**config.mk**
```make
export PLATFORM = sky130hd
export DESIGN_NAME = mul_rs_dispatch
export DESIGN_NICKNAME = d
export VERILOG_FILES = /design/src/rtl/mul_rs_dispatch_pkg.sv /design/src/rtl/rs_pick_lowest.sv /design/src/rtl/mul_rs_dispatch.sv
export SDC_FILE = /design/constraint.sdc
export NUM_CORES = 1
export LEC_CHECK = 0
export BUFFER_PORTS_ARGS = -buffer_cell sky130_fd_sc_hd__buf_2
export CAP_MARGIN = 20
export CORE_ASPECT_RATIO = 1.1
export CORE_MARGIN = 2
export CORE_UTILIZATION = 40
export CTS_BUF_LIST = sky130_fd_sc_hd__clkbuf_8
export DETAILED_ROUTE_END_ITERATION = 6
export PLACE_DENSITY = 0.65
export SYNTH_ARGS = -nofsm -noshare
export SYNTH_HDL_FRONTEND = slang
export SYNTH_SLANG_ARGS = --single-unit
```
**constraint.sdc**
```tcl
create_clock -name clk1 -period 3.7 [get_ports clk1]
set_input_delay 0.185 -clock clk1 [delete_from_list [all_inputs] [get_ports clk1]]
set_output_delay 0.185 -clock clk1 [all_outputs]
set_load 0.005 [all_outputs]
```
**src/rtl/mul_rs_dispatch_pkg.sv**
```systemverilog
// ---------------------------------------------------------------------------
// mul_rs_dispatch_pkg: shared constants and entry layout for the MUL/DIV RS
// Rev 1.0
// ---------------------------------------------------------------------------
`default_nettype none

package mul_rs_dispatch_pkg;

  localparam int DEPTH = 3;
  localparam int IW    = 3;
  localparam int DW    = 8;
  localparam int TAGW  = 3;
  localparam int FW    = 4;
  localparam int RDW   = 4;

  localparam logic [FW-1:0] FUNC_MUL = 4'b0010;
  localparam logic [FW-1:0] FUNC_DIV = 4'b0011;

  typedef struct packed {
    logic            busy;
    logic            sent;
    logic [FW-1:0]   func;
    logic [RDW-1:0]  rd;
    logic [TAGW-1:0] rob;
    logic            j_rdy;
    logic [DW-1:0]   j_val;
    logic [TAGW-1:0] j_tag;
    logic            k_rdy;
    logic [DW-1:0]   k_val;
    logic [TAGW-1:0] k_tag;
  } rs_entry_t;

endpackage

`default_nettype wire

```
**src/rtl/rs_pick_lowest.sv**
```systemverilog
// ---------------------------------------------------------------------------
// rs_pick_lowest: priority encoder returning the lowest set request index
// Rev 1.0
// ---------------------------------------------------------------------------
`default_nettype none

module rs_pick_lowest
  import mul_rs_dispatch_pkg::*;
#(
  parameter int N = DEPTH
) (
  input  logic [N-1:0]  req_i,
  output logic          valid_o,
  output logic [IW-1:0] idx_o
);

  always_comb begin
    valid_o = |req_i;
    idx_o   = '0;
    // Scan downwards so the lowest requester is written last and wins.
    for (int i = N - 1; i >= 0; i--) begin
      if (req_i[i]) idx_o = IW'(i);
    end
  end

endmodule

`default_nettype wire

```
**src/rtl/mul_rs_dispatch.sv**
```systemverilog
// ---------------------------------------------------------------------------
// mul_rs_dispatch: MUL/DIV reservation station feeding the unpipelined exec unit
// Rev 1.0
// ---------------------------------------------------------------------------
`default_nettype none

module mul_rs_dispatch
  import mul_rs_dispatch_pkg::*;
(
  input  logic            clk1,
  input  logic            rst,
  input  logic            iss_valid,
  output logic            iss_ready,
  input  logic [FW-1:0]   iss_func,
  input  logic [RDW-1:0]  iss_rd,
  input  logic [TAGW-1:0] iss_rob,
  input  logic            iss_j_rdy,
  input  logic [DW-1:0]   iss_j_val,
  input  logic [TAGW-1:0] iss_j_tag,
  input  logic            iss_k_rdy,
  input  logic [DW-1:0]   iss_k_val,
  input  logic [TAGW-1:0] iss_k_tag,
  input  logic            cdb_valid,
  input  logic [TAGW-1:0] cdb_tag,
  input  logic [15:0]     cdb_data,
  output logic            ex_b,
  output logic [DW-1:0]   rs1_data,
  output logic [DW-1:0]   rs2_data,
  output logic [FW-1:0]   func,
  output logic [RDW-1:0]  rd,
  output logic [TAGW-1:0] rob_ind,
  output logic [IW-1:0]   rs_index,
  input  logic            ex_done,
  input  logic [IW-1:0]   ex_done_idx,
  output logic [1:0]      mulcount
);

  rs_entry_t rs_q [DEPTH];
  rs_entry_t rs_d [DEPTH];
  rs_entry_t sel;

  logic            exec_free_q;
  logic            ex_b_q;
  logic [DW-1:0]   rs1_q, rs2_q;
  logic [FW-1:0]   func_q;
  logic [RDW-1:0]  rd_q;
  logic [TAGW-1:0] rob_q;
  logic [IW-1:0]   idx_q;
  logic [1:0]      mulcount_q, mulcount_d;

  logic [DEPTH-1:0] free_v, rdy_v, done_hit;
  logic             free_ok, rdy_ok;
  logic [IW-1:0]    free_idx, rdy_idx;
  logic             do_issue, do_disp, do_done;
  logic             unused_cdb_hi;

  assign unused_cdb_hi = ^cdb_data[15:DW];

  always_comb begin
    for (int i = 0; i < DEPTH; i++) begin
      free_v[i]   = !rs_q[i].busy;
      rdy_v[i]    = rs_q[i].busy && !rs_q[i].sent && rs_q[i].j_rdy && rs_q[i].k_rdy;
      // Only an in-flight entry can be retired; stray completions fall through.
      done_hit[i] = ex_done && (ex_done_idx == IW'(i)) && rs_q[i].busy && rs_q[i].sent;
    end
  end

  rs_pick_lowest #(.N(DEPTH)) u_pick_free (
    .req_i   (free_v),
    .valid_o (free_ok),
    .idx_o   (free_idx)
  );

  rs_pick_lowest #(.N(DEPTH)) u_pick_ready (
    .req_i   (rdy_v),
    .valid_o (rdy_ok),
    .idx_o   (rdy_idx)
  );

  assign iss_ready = free_ok;
  assign do_issue  = iss_valid && free_ok;
  assign do_disp   = exec_free_q && rdy_ok;
  assign do_done   = |done_hit;

  always_comb begin
    sel = '0;
    for (int i = 0; i < DEPTH; i++) begin
      if (rdy_idx == IW'(i)) sel = rs_q[i];
    end
  end

  always_comb begin
    mulcount_d = '0;
    for (int i = 0; i < DEPTH; i++) begin
      rs_d[i] = rs_q[i];
      if (cdb_valid && rs_q[i].busy) begin
        if (!rs_q[i].j_rdy && (rs_q[i].j_tag == cdb_tag)) begin
          rs_d[i].j_rdy = 1'b1;
          rs_d[i].j_val = cdb_data[DW-1:0];
        end
        if (!rs_q[i].k_rdy && (rs_q[i].k_tag == cdb_tag)) begin
          rs_d[i].k_rdy = 1'b1;
          rs_d[i].k_val = cdb_data[DW-1:0];
        end
      end
      if (do_disp && (rdy_idx == IW'(i))) rs_d[i].sent = 1'b1;
      if (done_hit[i]) begin
        rs_d[i].busy = 1'b0;
        rs_d[i].sent = 1'b0;
      end
      // Issue targets a free slot, so it never collides with wakeup or retire.
      if (do_issue && (free_idx == IW'(i))) begin
        rs_d[i].busy  = 1'b1;
        rs_d[i].sent  = 1'b0;
        rs_d[i].func  = iss_func;
        rs_d[i].rd    = iss_rd;
        rs_d[i].rob   = iss_rob;
        rs_d[i].j_tag = iss_j_tag;
        rs_d[i].k_tag = iss_k_tag;
        rs_d[i].j_rdy = iss_j_rdy || (cdb_valid && (cdb_tag == iss_j_tag));
        rs_d[i].j_val = iss_j_rdy ? iss_j_val : cdb_data[DW-1:0];
        rs_d[i].k_rdy = iss_k_rdy || (cdb_valid && (cdb_tag == iss_k_tag));
        rs_d[i].k_val = iss_k_rdy ? iss_k_val : cdb_data[DW-1:0];
      end
      mulcount_d = mulcount_d + 2'(rs_d[i].busy);
    end
  end

  always_ff @(posedge clk1 or posedge rst) begin
    if (rst) begin
      for (int i = 0; i < DEPTH; i++) rs_q[i] <= '0;
      exec_free_q <= 1'b1;
      ex_b_q      <= 1'b0;
      rs1_q       <= '0;
      rs2_q       <= '0;
      func_q      <= '0;
      rd_q        <= '0;
      rob_q       <= '0;
      idx_q       <= '0;
      mulcount_q  <= '0;
    end else begin
      for (int i = 0; i < DEPTH; i++) rs_q[i] <= rs_d[i];
      ex_b_q     <= do_disp;
      mulcount_q <= mulcount_d;
      if (do_disp) begin
        exec_free_q <= 1'b0;
        rs1_q       <= sel.j_val;
        rs2_q       <= sel.k_val;
        func_q      <= sel.func;
        rd_q        <= sel.rd;
        rob_q       <= sel.rob;
        idx_q       <= rdy_idx;
      end else if (do_done) begin
        exec_free_q <= 1'b1;
      end
    end
  end

  assign ex_b     = ex_b_q;
  assign rs1_data = rs1_q;
  assign rs2_data = rs2_q;
  assign func     = func_q;
  assign rd       = rd_q;
  assign rob_ind  = rob_q;
  assign rs_index = idx_q;
  assign mulcount = mulcount_q;

endmodule

`default_nettype wire

```
# After elaboration in Yosys (flattened, before gate mapping)
# Index checks and enable logic that the tools add are counted.
[classes] n_mul=0 reduce_logical=76 eq_ne=14 shifts=0 add_sub_neg=2 order_cmp=0 div=0 n_bitwise=0 muxes=34
[op_table] op="37-bit two-way mux" n=3
[op_table] op="9-bit two-way mux" n=12
[op_table] op="35-bit two-way mux" n=3
[op_table] op="1-bit logical AND" n=37
[op_table] op="3-bit equality test" n=8
[op_table] op="2-bit nonzero test" n=10
[op_table] op="2-bit two-way mux" n=9
[op_table] op="8-bit two-way mux" n=2
[op_table] op="1-bit zero test" n=12
[op_table] op="2-bit AND reduction" n=6
[op_table] op="3-bit by 1-bit equality test with 1-bit output, second input constant" n=3
[op_table] op="3-bit by 2-bit equality test with 1-bit output, second input constant" n=3
[op_table] op="3-bit zero test" n=3
[op_table] op="3-bit nonzero test" n=3
[op_table] op="3-bit OR reduction" n=3
[op_table] op="1-bit two-way mux" n=5
[op_table] op="1-bit by 1-bit adder with 2-bit output" n=1
[op_table] op="2-bit by 1-bit adder with 2-bit output" n=1
[op_table] op="1-bit logical OR" n=2
[totals] reg_bits=145 output_inout_bits=34 ram_bits=0 in_bits=62 mem_count=0 latch_bits=0 mem_bits_ro=0

# Depth between registers and ports, before layout
# Gate-level depths: netlist (run 1).
[logic_depth] ltp_word=14 depth_mapped=9 depth_no_buf=6

# Cells and area by module
# Synthesis (run 1) repeated with hierarchy kept, for this count alone.
[unflattened] hier_cells=688 area_unflattened_um2=6804.0
[by_module_without_submodules] mod="mul_rs_dispatch" seq_area_each_um2=3629.7 instances=1 area_per_inst_um2=6741.5 cells_each=678
[by_module_without_submodules] mod="rs_pick_lowest" seq_area_each_um2=0.0 instances=2 area_per_inst_um2=31.3 cells_each=5

# Worst setup path before layout (run 1)
# No wires, ideal clock.
[synth_path] kind="flip-flop to flip-flop" start="reg rs_q[110] (netlist name)" end="reg mulcount_q[0] (netlist: mulcount[0])" n_path_buf=3 arrival_time_ps=1917 stages_incl_launch_ff=9 setup_ps=114 period_less_slack_ps=2031 required_time_ps=3586 setup_slack_ps=1669 path_cell_list="dfrtp_1 buf_2 nand2_1 nor3b_2 buf_2 buf_2 a21oi_1 fa_1 inv_1"
[synth_between] elab_chain_len=7 elab_cells_between_ends=18
[synth_rtl] item="1-bit zero test" line_no="mul_rs_dispatch.sv:61" rtl="free_v[i] = !rs_q[i].busy;"
[synth_rtl] item="3-bit OR reduction" line_no="rs_pick_lowest.sv:18" rtl="valid_o = |req_i;"
[synth_rtl] item="1-bit logical AND" line_no="mul_rs_dispatch.sv:81" rtl="assign do_issue = iss_valid && free_ok;"
[synth_rtl] item="1-bit logical AND" line_no="mul_rs_dispatch.sv:112" rtl="if (do_issue && (free_idx == IW'(i))) begin"
[synth_rtl] item="37-bit two-way mux" line_no="mul_rs_dispatch.sv:112"
[synth_rtl] item="1-bit by 1-bit adder with 2-bit output" line_no="mul_rs_dispatch.sv:125" rtl="mulcount_d = mulcount_d + 2'(rs_d[i].busy);"
[synth_rtl] item="2-bit by 1-bit adder with 2-bit output (*)" line_no="mul_rs_dispatch.sv:125"
[synth_rtl] item="via mulcount_d[0]" line_no="mul_rs_dispatch.sv:49" rtl="logic [1:0] mulcount_q, mulcount_d;"
[synth_rtl] item="to (signal assigned)" line_no="mul_rs_dispatch.sv:144" rtl="mulcount_q <= mulcount_d;"
[synth_rtl] item="to (decl)" line_no="mul_rs_dispatch.sv:49"
# The timed path passes the listed nets; every way through them passes the cells marked *.
# A chain may end at the register's enable or synchronous reset.

# Worst setup path in the final report (run 1)
[layout_path] start="reg rs_q[110] (netlist name)" end="reg rs_q[90] (netlist name)"
[layout_between] elab_chain_len=6 elab_cells_between_ends=11
[layout_rtl] item="1-bit zero test" line_no="mul_rs_dispatch.sv:61"
[layout_rtl] item="3-bit OR reduction" line_no="rs_pick_lowest.sv:18"
[layout_rtl] item="1-bit logical AND" line_no="mul_rs_dispatch.sv:81"
[layout_rtl] item="1-bit logical AND" line_no="mul_rs_dispatch.sv:112"
[layout_rtl] item="2-bit nonzero test (no line)"
[layout_rtl] item="2-bit AND reduction (no line)"
# Several ways; a longest one is shown, not always the timed one.

==> flow_summary.json, run 1 <==
{
  "synth_warnings": 0,
  "cp.required_ps": 4080,
  "die_area_sq_um": 18100,
  "place_congestion": 0.844,
  "p_leak_nw": 3.88,
  "wl_per_cell_um": 19.2,
  "timing.rr.start": "rs_q[110]$_DFF_PP0_",
  "cp-start-kind": "register",
  "maxCapViolCount": 0,
  "p_per_area_nw_per_um2": 843,
  "grt_max_degree": 145,
  "place_ws_ps": 1400,
  "whs_path_depth": 2,
  "dpl.cell_count": 917,
  "initial_core_util_pct": 40.4,
  "tightest_slew_ps": 1090,
  "synth.distinct_cells": 45,
  "drive_gt1_share_pct": 20.6,
  "layout_common_cells": "dfrtp_1 (143), nand2_1 (107), buf_2 (86)",
  "postSynthAreaPerCell_sq_um": 10.3,
  "syn_area_sq_um": 6820,
  "grt_overflow": 0,
  "rows": 50,
  "root_buffer": "clkbuf_8",
  "htree_levels": 4,
  "die_w_um": 129,
  "skew_ps": 14.0,
  "area_delta_synth_final_pct": 18.8,
  "grt_pass1_vias": 5637,
  "final-setup-viol-count": 0,
  "nFillCells": 1535,
  "fin_ws_ps": 1350,
  "worstSetupEndpointType": "register",
  "path_max_fanout": 19,
  "via_count": 5601,
  "hold_class": "in -> reg",
  "crit_chain": "nand2b_1 > o21ai_1 > a221o_1",
  "post-route-period-util_pct": 63.4,
  "ant_nets": 0,
  "cts_tree": "built",
  "reg2reg_to": "rs_q[90]$_DFFE_PP0P_",
  "antenna_found_initial": 3,
  "cts.reportedPaths.clkPinSlew_ps": 80,
  "final_common_cell": "dfrtp_1",
  "fp.dieH_um": 141,
  "finalNetCount": 821,
  "coreArea_sq_um": 16900,
  "synthCells": 660,
  "drv_slew": 0,
  "grt_use_total_pct": 21.1,
  "maxSlewHeadroom_pct": 26.6,
  "drc_errors": 0,
  "grt_first_pass_wirelength_um": 29900,
  "rr_worst_depth": 3,
  "cts-buffers-inserted": 17,
  "routed_wl_um": 18800,
  "status": "complete, no violations",
  "clkLatencyLatePin_ps": 450,
  "drt_iter0_markers": 391,
  "irDropWorstVdd_mv": 0.590,
  "synth-seq-area-share_pct": 52.8,
  "cp_num_buf_inv": 0,
  "hold_start": "iss_j_val[4]",
  "stdcell_count": 980,
  "rrSetupSlack_ps": 1350,
  "pin_count": 96,
  "cts_resized": 0,
  "setup_tns_ps": 0,
  "rsz0062_at_grt": "no",
  "slowest_delay_ps": 910,
  "viasPerCell": 5.72,
  "cts_buffer_depth": 2,
  "clkSinkCount": 144,
  "min_to": "rs_q[93]$_DFFE_PP0P_",
  "crit_path_top_delay_cell": "o21ai_1",
  "critPathTopFamily": "compound AO/OA/AOI/OAI gates",
  "crit_type": "reg -> reg",
  "postCtsSetupBuffers": 0,
  "synth_nets": 723,
  "hpwlAfterDp_um": 11800,
  "dr.pass1.iters": 5,
  "finalHoldViolations": 0,
  "worstPathArrival_ps": 2720,
  "ys_ff_latch": 144,
  "min_period_ps": 2350,
  "max_freq_mhz": 426,
  "port-buffer-count": 86
}
-- worst max-delay path by stage --
stage | from | to | depth (start not counted) | slack [ps]
5_1_grt | rs_q[110]$_DFF_PP0_ | rs_q[83]$_DFFE_PP0P_ | 3 | 1250
3_3_place_gp | rs_q[110]$_DFF_PP0_ | rs_q[78]$_DFFE_PP0P_ | 3 | 1450
6_report | rs_q[110]$_DFF_PP0_ | rs_q[90]$_DFFE_PP0P_ | 3 | 1350
2_1_floorplan | rs_q[110]$_DFF_PP0_ | mulcount[0]$_DFF_PP0_ | 8 | 1670
3_5_place_dp | rs_q[110]$_DFF_PP0_ | rs_q[90]$_DFFE_PP0P_ | 3 | 1400
4_1_cts | rs_q[110]$_DFF_PP0_ | rs_q[90]$_DFFE_PP0P_ | 3 | 1410
-- flip-flops by register name, indices dropped and copies added (netlist names) --
| register | count |
|---|---|
| ex_b | 1 |
| exec_free_q | 1 |
| func | 4 |
| mulcount | 2 |
| rd | 4 |
| rob_ind | 3 |
| rs1_data | 8 |
| rs2_data | 8 |
| rs_index | 2 |
| rs_q | 111 |
-- power breakdown --
| group | switching [W] | internal, W | total (W) |
|---|---|---|---|
| combinational | 0.00154 | 0.00126 | 0.00280 |
| clock | 0.000616 | 0.000635 | 0.00125 |
| sequential | 0.000465 | 0.00231 | 0.00278 |
| total | 0.00262 | 0.00421 | 0.00683 |
-- cells in the mapped netlist, drive strengths merged --
library cell  count  area (sq um)
nand3             2          10.0
xnor2            24           210
a41oi             4          35.0
dfrtp           143          3580
and4b             1          10.0
a21oi             2          10.0
nor3b             3          27.5
a21o              2          15.0
dfstp             1          26.3
and3             32           200
a32o              1          10.0
inv              12          45.0
a31oi             3          18.8
clkbuf           25          93.8
and3b             7          61.3
nor4              1          6.26
mux2             17           191
or2               1          6.26
a22o             27           236
conb              1          3.75
buf              26           145
nor2             36           135
nor3             28           140
a2bb2oi           1          8.76
nand2b            2          12.5
a21boi            1          11.3
a221o            48           480
nand4             7          43.8
fa                1          20.0
a22oi             6          45.0
and2             22           138
nand4b            4          47.6
nor2b             1          6.26
o21a             27           203
nand2           107           402
o21ai            34           189
-- stage by stage --
| step | hold WS, ps | util, % | total power [W] | cell area, sq um |
|---|---|---|---|---|
| 6_report | 22.5 | 48.0 | 0.00683 | 8100 |
| 5_1_grt | 9.33 | 48.0 | 0.00726 | 8100 |
| 4_1_cts | 1.82 | 48.0 | 0.00685 | 8100 |
| 3_5_place_dp | 412 | 43.8 | 0.00557 | 7400 |
| 3_3_place_gp | 406 | 43.8 | 0.00543 | 7400 |
| 2_1_floorplan | 290 | - | 0.00469 | 6830 |
-- repair_timing --
item,in CTS,in global routing
endpoints found under the hold margin,88,0
endpoints found under the setup margin,0,0
hold buffers,30,0
-- layer usage --
layer / global-route usage [%] / part of all wire, % / vias to the layer above
li1: - / - / 2558
met1: 28.3 / 45 / 2799
met2: 33.5 / 48 / 207
met3: 5.05 / 5.6 / 33
met4: 7.55 / 2.2 / 4
met5: 0 / 0.074 / -
-- cell families (layout without fill, tap and decap cells) --
logic type	after synthesis	after routing	synth area share, %
AO/OA/AOI/OAI	156	156	18.5
XOR/XNOR	24	24	3.08
adder cells (fa/ha/maj)	1	1	0.293
buffers and inverters	63	174	4.16
flip-flops	144	144	52.8
multiplexers	17	17	2.81
other	1	2	0.0550
AND/OR/NAND/NOR	254	254	18.3
-- final cells by class --
type	instances	area [sq um]	share of cell area, %
flip-flops and latches	144	3600	44.5
clock inverters	13	138	1.70
diodes	1	2.50	0.0309
inverters	12	48.8	0.602
clock buffers	19	262	3.23
repair buffers	130	848	10.5
well taps	208	260	3.21
multi-input cells	453	2940	36.3
Note: power is estimated with default switching activity, not from simulation.
==> inputs of run 2 (changes only) <==
--- a/config.mk
+++ b/config.mk
@@ -12,7 +12,7 @@
 export CORE_UTILIZATION = 40
 export CTS_BUF_LIST = sky130_fd_sc_hd__clkbuf_8
 export DETAILED_ROUTE_END_ITERATION = 6
-export PLACE_DENSITY = 0.65
+export PLACE_DENSITY = 0.63
 export SYNTH_ARGS = -nofsm -noshare
 export SYNTH_HDL_FRONTEND = slang
 export SYNTH_SLANG_ARGS = --single-unit
==> constraint.sdc (replaced) <==
create_clock -name clk1 -period 2.35 [get_ports clk1]
set_input_delay 0.1175 -clock clk1 [delete_from_list [all_inputs] [get_ports clk1]]
set_output_delay 0.1175 -clock clk1 [all_outputs]
set_load 0.005 [all_outputs]
==> run 2 against run 1 <==
Net effect: hold slack worse by 4.1 ps; via count up 0.91%; global-route usage up 1.2 points; register-to-register slack worse by 1000 ps; critical path depth up 3; clock power up 81%; first-iteration DRC count up 0.51%; power up 64%; final cell count up 1.4%; combinational power up 62%; flip-flop and latch count unchanged; maximum frequency up 16%; critical path type unchanged; critical endpoint is now rd[2]$_DFFE_PP0N_; largest power group unchanged.
==> flow_summary.json, run 2 (synthesis gave the netlist of run 1 again) <==
{
  "largest_reg_flops": 111,
  "fp.dieH_um": 141,
  "die_w_um": 129,
  "seqPwrFrac_pct": 39.2,
  "multi_input_area_sq_um": 2940,
  "cts_tree": "built",
  "hold_start": "cdb_data[2]",
  "drc_errors": 0,
  "p_sw_w": 0.00425,
  "htree_levels": 4,
  "status": "complete, no violations",
  "drt_iter0_markers": 393,
  "rows": 50,
  "crit_type": "reg -> reg",
  "p_leak_nw": 3.98,
  "rsz0062_at_grt": "no",
  "grt_first_pass_wirelength_um": 31200,
  "timing.rr.start": "rs_q[36]$_DFF_PP0_",
  "grt_pass1_vias": 5865,
  "antenna_found_initial": 1,
  "whs_path_depth": 2,
  "insertedDiodeCount": 0,
  "slowest_delay_ps": 550,
  "nFillCells": 1560,
  "pwr-share-clk_pct": 20.2,
  "swShare_pct": 38.0,
  "pin_count": 96,
  "p_per_area_nw_per_um2": 1350,
  "via_count": 5652,
  "maxCapViolCount": 0,
  "drive_gt1_share_pct": 20.9,
  "crit_path_top_delay_cell": "dfrtp_1",
  "routed_wl_um": 19500,
  "grt_overflow": 0,
  "clkSinkCount": 144,
  "skew_ps": 11.7,
  "irDropWorstVdd_mv": 0.590,
  "hpwlAfterDp_um": 12400,
  "hold_class": "in -> reg",
  "clkLatencyLatePin_ps": 460,
  "finalNetCount": 836,
  "worstSetupEndpointType": "register",
  "rr_worst_depth": 6,
  "coreArea_sq_um": 16900,
  "ant_nets": 0,
  "cts-buffers-inserted": 17,
  "final_common_cell": "dfrtp_1",
  "regMostFlops": "rs_q",
  "layout_common_cells": "dfrtp_1 (143), nand2_1 (107), buf_2 (86)",
  "port-buffer-count": 86,
  "hold_slack_ps": 18.4,
  "utilization_pct": 49.2,
  "drv_slew": 0,
  "ff_latch_area_sq_um": 3600,
  "cts_buffer_depth": 2,
  "cp.required_ps": 2750,
  "viasPerCell": 5.69,
  "cp-startpoint": "rs_q[36]$_DFF_PP0_",
  "root_buffer": "clkbuf_8",
  "reg2reg_to": "rd[2]$_DFFE_PP0N_",
  "endpoint": "rd[2]$_DFFE_PP0N_",
  "min_period_ps": 2020,
  "post-route-period-util_pct": 85.9,
  "maxSlewHeadroom_pct": 31.2,
  "worstPathArrival_ps": 2420,
  "wl_per_cell_um": 19.6,
  "tightest_slew_ps": 1020,
  "power_frac_comb_pct": 40.6,
  "cp-start-kind": "register",
  "max_freq_mhz": 495,
  "place_congestion": 0.853,
  "grt_max_degree": 145,
  "p_int_w": 0.00693,
  "area_delta_synth_final_pct": 21.8,
  "cts.reportedPaths.clkPinSlew_ps": 80,
  "dr.pass1.iters": 5,
  "setup_tns_ps": 0,
  "grt_use_total_pct": 22.3,
  "rrSetupSlack_ps": 330,
  "die_area_sq_um": 18100,
  "crit_chain": "nand4b_2 > nand2_1 > o21ai_4 > inv_2 > o21a_1 > a22o_1",
  "initial_core_util_pct": 40.4,
  "postCtsSetupBuffers": 0,
  "path_max_fanout": 29,
  "final-setup-viol-count": 0,
  "finalHoldViolations": 0
}
-- run 2: power by group through the flow --
stage	clock [W]	combinational, W	sequential (W)
floorplan	0	0.00319	0.00419
detailed placement	0	0.00448	0.00440
CTS	0.00228	0.00455	0.00437
global placement	0	0.00431	0.00435
finish	0.00226	0.00453	0.00439
global route	0.00240	0.00499	0.00452
-- run 2: stage by stage --
stage	cells	setup WS, ps	instance area, sq um	total power [W]
final	994	331	8310	0.0112
after CTS	992	334	8290	0.0112
after floorplan	660	319	6830	0.00738
after global placement	921	424	7440	0.00867
after detailed placement	921	352	7440	0.00888
after global routing	994	183	8310	0.0119
-- run 2: worst min-delay path by stage --
stage                                 to  slack (ps)
global placement    rs_q[24]$_DFFE_PP0N_         340
floorplan            rs_q[0]$_DFFE_PP0N_         220
CTS                 rs_q[58]$_DFFE_PP0P_           5
global route        rs_q[17]$_DFFE_PP0P_           6
detailed placement  rs_q[24]$_DFFE_PP0N_         350
finish              rs_q[91]$_DFFE_PP0P_          20
-- run 2: layer usage --
layer / track usage, % / part of all wire, %
met2: 36.6 / 49
met1: 29.2 / 44
met4: 7.89 / 2.1
met5: 0 / 0.036
met3: 5.05 / 5.4
-- run 2: layout make-up --
| type | instances | share of cell area [%] |
|---|---|---|
| timing repair buffer | 145 | 12.0 |
| multi-input combinational | 453 | 35.4 |
| clock inverter | 14 | 2.48 |
| inverter | 12 | 0.587 |
| clock buffer | 18 | 2.98 |
| sequential | 144 | 43.4 |
| tap | 208 | 3.13 |
-- run 2: repair_timing --
| item | CTS | global route |
|---|---|---|
| endpoints found under the hold margin | 214 | 6 |
| hold buffers | 39 | 2 |
| resized for setup | 0 | 0 |
-- run 2: critical path, delay by kind of cell (launching register included) --
kind	cells	cell delay (ps)
simple gates	2	520
compound gates	3	420
flops	1	550
buf+inv	1	480
==> inputs of run 3 (changes only) <==
--- a/config.mk
+++ b/config.mk
@@ -12,6 +12,7 @@
 export CORE_UTILIZATION = 40
 export CTS_BUF_LIST = sky130_fd_sc_hd__clkbuf_8
 export DETAILED_ROUTE_END_ITERATION = 6
+export GPL_TIMING_DRIVEN = 0
 export PLACE_DENSITY = 0.63
 export SYNTH_ARGS = -nofsm -noshare
 export SYNTH_HDL_FRONTEND = slang
==> run 3 against run 2 <==
Net effect: via count rose by 3.6%; wire length rose by 3.3%; design area grew 1.4%; power fell by 1.6%; combinational power up 3%; clock skew increased by 0.81 ps; die area unchanged; largest cell class unchanged.
==> flow_summary.json, run 3 (synthesis gave the netlist of run 1 again) <==
{
  "fp.dieH_um": 141,
  "placed_cell_area_sq_um": 7560,
  "cts-buffers-inserted": 17,
  "cp-start-kind": "register",
  "grt_max_degree": 45,
  "drt_iter0_markers": 477,
  "max_freq_mhz": 457,
  "critPathTopFamily": "buffers and inverters",
  "grt_first_pass_wirelength_um": 32200,
  "cts_tree": "built",
  "grt_pass1_vias": 6020,
  "p_per_area_nw_per_um2": 1300,
  "initial_core_util_pct": 40.4,
  "worstSetupEndpointType": "register",
  "maxCapViolCount": 0,
  "hold_class": "in -> reg",
  "nFillCells": 1582,
  "drc_errors": 0,
  "insertedDiodeCount": 0,
  "irDropWorstVdd_mv": 0.665,
  "area_delta_synth_final_pct": 23.5,
  "ant_nets": 0,
  "cp_common_cell": "buf_2",
  "finalNetCount": 874,
  "root_buffer": "clkbuf_8",
  "cts_buffer_depth": 2,
  "htree_levels": 4,
  "clkSinkCount": 144,
  "slowest_delay_ps": 540,
  "stdcell_count": 1032,
  "regMostFlops": "rs_q",
  "largest_reg_flops": 111,
  "antenna_found_initial": 0,
  "final-setup-viol-count": 0,
  "drv_slew": 0,
  "dpl.cell_count": 954,
  "crit_path_top_delay_cell": "fa_1",
  "post-route-period-util_pct": 93.2,
  "utilization_pct": 49.9,
  "whs_path_depth": 2,
  "crit_chain": "buf_2 > nand2_1 > nor3b_4 > buf_2 > clkbuf_4 > a21oi_1 > fa_1 > inv_1",
  "reg2reg_to": "mulcount[0]$_DFF_PP0_",
  "coreArea_sq_um": 16900,
  "routed_wl_um": 20200,
  "pin_count": 96,
  "grt_use_total_pct": 23.2,
  "grt_overflow": 0,
  "rsz0062_at_grt": "no",
  "worstPathArrival_ps": 2550,
  "port-buffer-count": 83,
  "layout_common_cells": "dfrtp_1 (143), nand2_1 (107), buf_2 (99)",
  "path_max_fanout": 10,
  "rrSetupSlack_ps": 160,
  "rows": 50,
  "hpwlAfterDp_um": 13800,
  "stdcell_area_sq_um": 8430,
  "hold_start": "cdb_data[3]",
  "rr_worst_depth": 8,
  "crit_type": "reg -> reg",
  "p_leak_nw": 4.03,
  "timing.rr.start": "rs_q[110]$_DFF_PP0_",
  "viasPerCell": 5.68,
  "via_count": 5857,
  "clkLatencyLatePin_ps": 470,
  "die_area_sq_um": 18100,
  "setup_tns_ps": 0,
  "skew_ps": 12.5,
  "wl_per_cell_um": 19.5,
  "dr.pass1.iters": 5,
  "tightest_slew_ps": 1100,
  "cp_num_buf_inv": 4,
  "place_congestion": 0.851,
  "min_to": "rs_q[80]$_DFFE_PP0P_",
  "die_w_um": 129,
  "final_common_cell": "dfrtp_1",
  "status": "complete, no violations",
  "cts.reportedPaths.clkPinSlew_ps": 90,
  "power.total_w": 0.0110,
  "maxSlewHeadroom_pct": 26.0,
  "drive_gt1_share_pct": 20.4,
  "cp.required_ps": 2710,
  "min_period_ps": 2190,
  "finalHoldViolations": 0
}
run 3: worst max path at each step:
stage,start,to,cells after the start
floorplan,rs_q[110]$_DFF_PP0_,mulcount[0]$_DFF_PP0_,8
global placement,rst,rs_q[29]$_DFFE_PP0N_,2
detailed placement,rs_q[110]$_DFF_PP0_,mulcount[0]$_DFF_PP0_,8
CTS,rs_q[110]$_DFF_PP0_,mulcount[0]$_DFF_PP0_,8
global route,rs_q[110]$_DFF_PP0_,mulcount[0]$_DFF_PP0_,7
finish,rs_q[110]$_DFF_PP0_,mulcount[0]$_DFF_PP0_,8
run 3: final cells by class:
type | instances | area, sq um | area share (%)
Clock buffer | 19 | 262 | 3.10
Clock inverter | 13 | 139 | 1.65
Tap cell | 208 | 260 | 3.09
Inverter | 12 | 48.8 | 0.579
Buffer | 51 | 241 | 2.86
Timing Repair Buffer | 132 | 933 | 11.1
Sequential cell | 144 | 3600 | 42.8
Multi-Input combinational cell | 453 | 2940 | 34.9
run 3: metrics by stage:
stage	hold WS [ps]	worst slack, ps
6_report	26.2	160
5_1_grt	8.78	43.4
4_1_cts	2.11	137
3_5_place_dp	178	-257
3_3_place_gp	342	-389
2_1_floorplan	223	319
run 3: repair_timing:
item	4_1_cts	5_1_grt
hold buffers	43	2
endpoints found under the hold margin	103	3
setup buffers	1	0
endpoints found under the setup margin	2	1
pin swaps	1	0
resized for setup	1	1
run 3: metal layers:
layer | vias to the layer above | track usage (%) | routed length [um]
met5 | - | 0 | 0
met4 | 0 | 8.35 | 403
met3 | 34 | 5.69 | 1290
met2 | 241 | 37.6 | 9850
met1 | 2915 | 30.3 | 8630
li1 | 2667 | - | -
run 3: report_power, final:
group | total, W | internal [W] | switching (W)
clock | 0.00201 | 0.00100 | 0.00100
combinational | 0.00467 | 0.00209 | 0.00258
sequential | 0.00432 | 0.00364 | 0.000680
